--- src/rtl/key_debounce.sv ---
// key_debounce: synchronises one active-low key pin, debounces it with a
// four-state qualifier FSM and produces a clean level plus registered
// press / release / long-press pulses.
module key_debounce #(
    parameter int DB_CYC   = 1_000_000,
    parameter int LONG_CYC = 50_000_000,
    parameter int CNT_W    = 20,
    parameter int HOLD_W   = 26
) (
    input  logic clk,
    input  logic rst_n,
    input  logic key_n,
    output logic key_level,
    output logic key_press,
    output logic key_release,
    output logic key_long
);

    typedef enum logic [1:0] {
        IDLE         = 2'd0,
        PRESS_WAIT   = 2'd1,
        PRESSED      = 2'd2,
        RELEASE_WAIT = 2'd3
    } state_t;

    localparam logic [CNT_W-1:0]  DB_LAST   = CNT_W'(DB_CYC - 1);
    localparam logic [CNT_W-1:0]  CNT_ONE   = CNT_W'(1);
    localparam logic [HOLD_W-1:0] HOLD_LAST = HOLD_W'(LONG_CYC - 1);
    localparam logic [HOLD_W-1:0] HOLD_SAT  = HOLD_W'(LONG_CYC);
    localparam logic [HOLD_W-1:0] HOLD_ONE  = HOLD_W'(1);

    state_t            state;
    logic              s1;
    logic              key_s;
    logic [CNT_W-1:0]  cnt;
    logic [HOLD_W-1:0] hcnt;

    // Two-flop synchroniser; resets to "released" so a held key is re-qualified.
    always_ff @(posedge clk or negedge rst_n) begin
        if (!rst_n) begin
            s1    <= 1'b1;
            key_s <= 1'b1;
        end else begin
            s1    <= key_n;
            key_s <= s1;
        end
    end

    // Qualifier FSM with debounce/hold counters and registered outputs.
    always_ff @(posedge clk or negedge rst_n) begin
        if (!rst_n) begin
            state       <= IDLE;
            cnt         <= '0;
            hcnt        <= '0;
            key_level   <= 1'b0;
            key_press   <= 1'b0;
            key_release <= 1'b0;
            key_long    <= 1'b0;
        end else begin
            key_press   <= 1'b0;
            key_release <= 1'b0;
            key_long    <= 1'b0;
            case (state)
                IDLE: begin
                    hcnt <= '0;
                    if (!key_s) begin
                        state <= PRESS_WAIT;
                        cnt   <= '0;
                    end
                end
                PRESS_WAIT: begin
                    hcnt <= '0;
                    if (key_s) begin
                        state <= IDLE;
                    end else if (cnt == DB_LAST) begin
                        state     <= PRESSED;
                        key_level <= 1'b1;
                        key_press <= 1'b1;
                    end else begin
                        cnt <= cnt + CNT_ONE;
                    end
                end
                PRESSED: begin
                    if (key_s) begin
                        state <= RELEASE_WAIT;
                        cnt   <= '0;
                    end
                    // Saturating at LONG_CYC makes the long pulse one-shot per press.
                    if (hcnt == HOLD_LAST) begin
                        key_long <= 1'b1;
                        hcnt     <= HOLD_SAT;
                    end else if (hcnt != HOLD_SAT) begin
                        hcnt <= hcnt + HOLD_ONE;
                    end
                end
                RELEASE_WAIT: begin
                    // hcnt is held here so a release bounce does not restart the hold timer.
                    if (!key_s) begin
                        state <= PRESSED;
                    end else if (cnt == DB_LAST) begin
                        state       <= IDLE;
                        key_level   <= 1'b0;
                        key_release <= 1'b1;
                    end else begin
                        cnt <= cnt + CNT_ONE;
                    end
                end
                default: begin
                    state     <= IDLE;
                    cnt       <= '0;
                    hcnt      <= '0;
                    key_level <= 1'b0;
                end
            endcase
        end
    end

endmodule

--- config.mk ---
export PLATFORM = sky130hd
export DESIGN_NAME = key_debounce
export DESIGN_NICKNAME = d
export VERILOG_FILES = /design/src/rtl/key_debounce.sv
export SDC_FILE = /design/constraint.sdc
export NUM_CORES = 1
export LEC_CHECK = 0
export BUFFER_PORTS_ARGS = -buffer_cell sky130_fd_sc_hd__clkbuf_2
export CORE_UTILIZATION = 55
export DETAILED_ROUTE_END_ITERATION = 6
export PLACE_DENSITY = 0.82
export SYNTH_ARGS = -nofsm -noshare
export SYNTH_HDL_FRONTEND = slang
export SYNTH_SLANG_ARGS = --single-unit
--- constraint.sdc ---
create_clock -name clk -period 2.5 [get_ports clk]
set_input_delay 0.25 -clock clk [delete_from_list [all_inputs] [get_ports clk]]
set_output_delay 0.25 -clock clk [all_outputs]
set_load 0.03 [all_outputs]
### Word-level counts from Yosys, hierarchy flattened

Index checks and enable logic that the tools add are counted.

* bits in registers: 54
* output and inout port bits: 4
* logic and storage cells: 62

* add/sub/neg operators: 2
* eq/ne operators: 15
* mux-type cells: 28
* reductions and logical operators: 8

Operator list (count)
* two-way mux 20 bit: 5
* one-hot mux 20 bit (4 select lines): 1
* two-way mux 26 bit: 2
* one-hot mux 26 bit (2 select lines): 1
* adder 26 x 1 -> 26 bit, second input constant: 1
* equality test 26 bit, second input constant: 1
* != test 26 bit, second input constant: 1
* adder 20 x 1 -> 20 bit, second input constant: 1
* equality test 20 bit, second input constant: 1
* two-way mux 2 bit: 6
* != test 2 bit, second input constant: 6
* two-way mux 1 bit: 11
* != test 3 bit, second input constant: 3
* one-hot mux 2 bit (4 select lines): 1
* AND reduction 4 bit: 2
* AND reduction 5 bit: 1
* equality test 2 bit, second input constant: 2
* nonzero test 2 bit: 2
* equality test 2 x 1 -> 1 bit, second input constant: 1
* logical NOT 2 bit: 1
* one-hot mux 1 bit (2 select lines): 1
* AND reduction 2 bit: 1
* OR reduction 2 bit: 1

### Depth between registers and ports, before layout

* depth in word-level cells: 4
* mapped depth: 8
* mapped depth without buffers: 7

### Least setup slack after synthesis

OpenSTA, ideal clock, no wires.

* kind: reg2reg
* start point: register hcnt[0]
* end point: register hcnt[18]
* data arrival time: 2.129 ns
* data required time: 2.374 ns
* slack: 0.245 ns
* cell stages (with the launch flop): 9
* buffers on the path: 1
* period minus slack after synthesis: 2.255 ns
* cell sequence: dfrtp_1 -> inv_1 -> ha_1 -> or4b_1 -> nor4b_4 -> o211ai_4 -> and2_4 -> buf_6 -> a221o_1

* cells in the longest elaborated chain, start to end: 4

RTL lines
* from (decl): RTL line 36 `logic [HOLD_W-1:0] hcnt;`
* from (signal assigned): RTL line 93 `hcnt <= hcnt + HOLD_ONE;`
* adder 26 x 1 -> 26 bit: RTL line 93
* two-way mux 26 bit: RTL line 92 `end else if (hcnt != HOLD_SAT) begin`
* two-way mux 26 bit: RTL line 89 `if (hcnt == HOLD_LAST) begin`
* one-hot mux 26 bit (2 select lines): RTL line 63 `case (state)`

Parallel ways exist; a longest one is shown, timed or not. The select of a mux whose other input is x is not followed.
A chain may end at the register's enable or synchronous reset.

### Worst setup path in the final report

Ends and elaborated chain as after synthesis.

==> reports/results.ini <==
[detailed_routing]
drc = 0
ant_nets = 0
routed_wl_mm = 7.08
drt-initial-drc-count = 289
num_vias = 2722
avgRoutedWirePerCell_microns = 16.6
drtPass1Iterations = 5
vias_per_cell = 6.39

[clock_network]
cts-root-buf = clkbuf_8
cts_tree = yes
clk-insertion-delay-late_ps = 310
cts_sinks = 54
clkSlewWorstSetupHoldPaths_ps = 110
numCtsBuffers = 5
cts_max_path_buffers = 2
htreeDepth = 2

[worst_setup_path]
crit_required_ps = 2700
path_max_fanout = 6
critPathKind = register to register
max_stage_delay_ps = 490
cp_cell_sequence = inv_1 -> ha_1 -> or4b_1 -> nor4b_4 -> buf_4 -> o211ai_4 -> and2_4 -> a221o_1
endpoint_kind = register
cp-start-kind = register
path_buf_inv = 2
cp_slowest_cell = or4b_1
arrival_ps = 2630
critPathTopFamily = simple AND/OR/NAND/NOR gates

[finish]
drive_above_1_share_pct = 12.4
diodes = 0
fill_cells = 468
seq_area_sq_um = 1350
final_common_cell = dfrtp_1
multi_input_area_sq_um = 1680
final_area_sq_um = 3390
area_delta_synth_final_pct = 9.01
mostFrequentLayoutCells = dfrtp_1 (52), nand2_1 (38), nand3_1 (35)
nets = 359

[timing]
setup_violations = 0
worst_clock_skew_ps = 8.24
finalCritPeriodShare_pct = 97.0
relSlewSlack_pct = 56.4
max_freq_ghz = 0.412
tightest_slew_ps = 652
finalHoldViolCount = 0
drv_slew = 0
fin_crit_ps = 2420
tns_ps = 0

[logic_synthesis]
ys_ff_latch = 54
syn_area_sq_um = 3110
ys_types = 59
synth_area_leaders = dfrtp_1 (42%), nand3_1 (5.6%), nand2_1 (4.6%)
ys.flop_type = dfrtp_1
synth_warnings = 0
syn_avg_cell_area_sq_um = 9.21
synth_edf_count = 0
ys_async_sr_fraction_pct = 100
syn_nets = 344
yosysTopAreaCell = dfrtp_1
synthCells = 338
yosysSeqAreaShare_pct = 43.5
synth_top_area_share_pct = 41.8

[grt]
grt_pass1_vias = 2640
antenna_found_initial = 0
grt_max_degree = 40
grt_pass1_wl_mm = 12.4
overflow = 0
grt.total_usage_pct = 25.6

[floorplan]
die_h_microns = 77.2
die_area_sq_um = 5960
fp.coreArea_sq_um = 5470
start_util_pct = 56.9
fp-row-count = 27
die_width_microns = 77.2
pin_count = 7

[power]
leakage_nw = 1.37
p_per_area_nw_per_um2 = 442
power.switching_fraction_pct = 25.2
p_int_mw = 1.12
switching_power_uw = 379
pwr-share-clk_pct = 34.5
ir_drop_mv = 0.298
p_seq_share_pct = 60.6
comb_power_share_pct = 4.8

[job]
cap_violations = 0

[placed_design]
gp_congestion = 0.881
hpwl_mm = 4.91
portBuffers = 6
dpl-instance-area_sq_um = 3270

[worst_hold_path]
hold_class = register to register

[outcome]
status = finished, final reports clean

## metal layers
metal	share of wire [%]	GRT usage [%]	wire, microns	vias up
met5	0	0	0	-
met4	1.9	7.36	131	0
met3	4.7	2.86	329	17
met2	48	43.7	3410	101
met1	45	34.1	3200	1292
li1	-	-	-	1312
## layout make-up
cell class,instances,area share (%)
multi-input combinational,264,49.4
sequential,54,39.9
timing repair buffer,22,4.57
tap,72,2.66
clock buffer,5,2.03
clock inverter,3,0.775
inverter,6,0.664
## cells in the mapped netlist (4+ instances only)
| library cell | n |
|---|---|
| dfrtp_1 | 52 |
| nand2_1 | 38 |
| nand3_1 | 35 |
| nor2_1 | 19 |
| a21oi_1 | 16 |
| nand4_1 | 13 |
| nor3_1 | 12 |
| clkbuf_1 | 11 |
| o21ai_0 | 11 |
| or3_1 | 11 |
| and3_1 | 10 |
| a22o_1 | 6 |
| inv_1 | 6 |
| o31ai_1 | 6 |
| xnor2_1 | 6 |
| a31oi_1 | 5 |
| and4_1 | 5 |
| nand2b_1 | 5 |
| nand3b_1 | 4 |
| o221a_1 | 4 |
## sequential cells by signal, indices dropped and copies added, names as in the netlist, named ones only
signal,count
cnt,20
hcnt,26
key_long,1
key_press,1
state,1
key_release,1
key_level,1
key_s,1
s1,1
## kinds of logic (layout without fill, tap and decap cells)
| group | count (synthesis) | count (layout) | synth area share (%) |
|---|---|---|---|
| xor gates and xnor gates | 8 | 8 | 2.25 |
| and+or+nand+nor | 178 | 178 | 32.7 |
| muxes | 1 | 1 | 0.362 |
| DFF | 54 | 54 | 43.5 |
| AOI/OAI and AO/OA | 74 | 74 | 17.2 |
| adders and majority gates | 3 | 3 | 1.21 |
| buffers and inverters | 20 | 36 | 2.73 |
## final timing paths
check	slack (ps)	from	cells after the start	endpoint
min	360	s1	0	key_s
max reg2reg	80	hcnt[0]	8	hcnt[18]
max	80	hcnt[0]	8	hcnt[18]
min reg2reg	360	s1	0	key_s
min in group asynchronous	380	rst_n	2	hcnt[21]
max in group asynchronous	1280	rst_n	3	key_s
## per-stage QoR
stage	util [%]	hold slack [ps]	power [mW]	setup WS, ps	cells
2_1_floorplan	-	-45.6	0.958	245	338
3_3_place_gp	59.7	190	0.993	216	415
3_5_place_dp	59.7	196	0.997	99.3	415
4_1_cts	61.8	366	1.51	66.4	425
5_1_grt	62.0	371	1.56	-44.0	426
6_report	62.0	364	1.50	75.1	426
## repair_timing
item	CTS	global route
hold buffers	2	0
resized for setup	0	2
buffers inserted	0	1
hold endpoints to repair	16	0
setup endpoints to repair	0	11
## worst register-to-register path, cell delays in order (launching register included)
cell      delay, ps
dfrtp_1         450
inv_1            80
ha_1            140
or4b_1          490
nor4b_4         310
buf_4           200
o211ai_4        110
and2_4          230
a221o_1         320
## power groups by stage
stage / sequential [mW] / clock (mW) / combinational, mW
final: 0.910 / 0.518 / 0.0726
after global routing: 0.913 / 0.560 / 0.0852
after CTS: 0.909 / 0.529 / 0.0736
after detailed placement: 0.926 / 0 / 0.0713
after global placement: 0.924 / 0 / 0.0691
after floorplan: 0.921 / 0 / 0.0376
No activity file was read; power rests on OpenSTA's default activity.
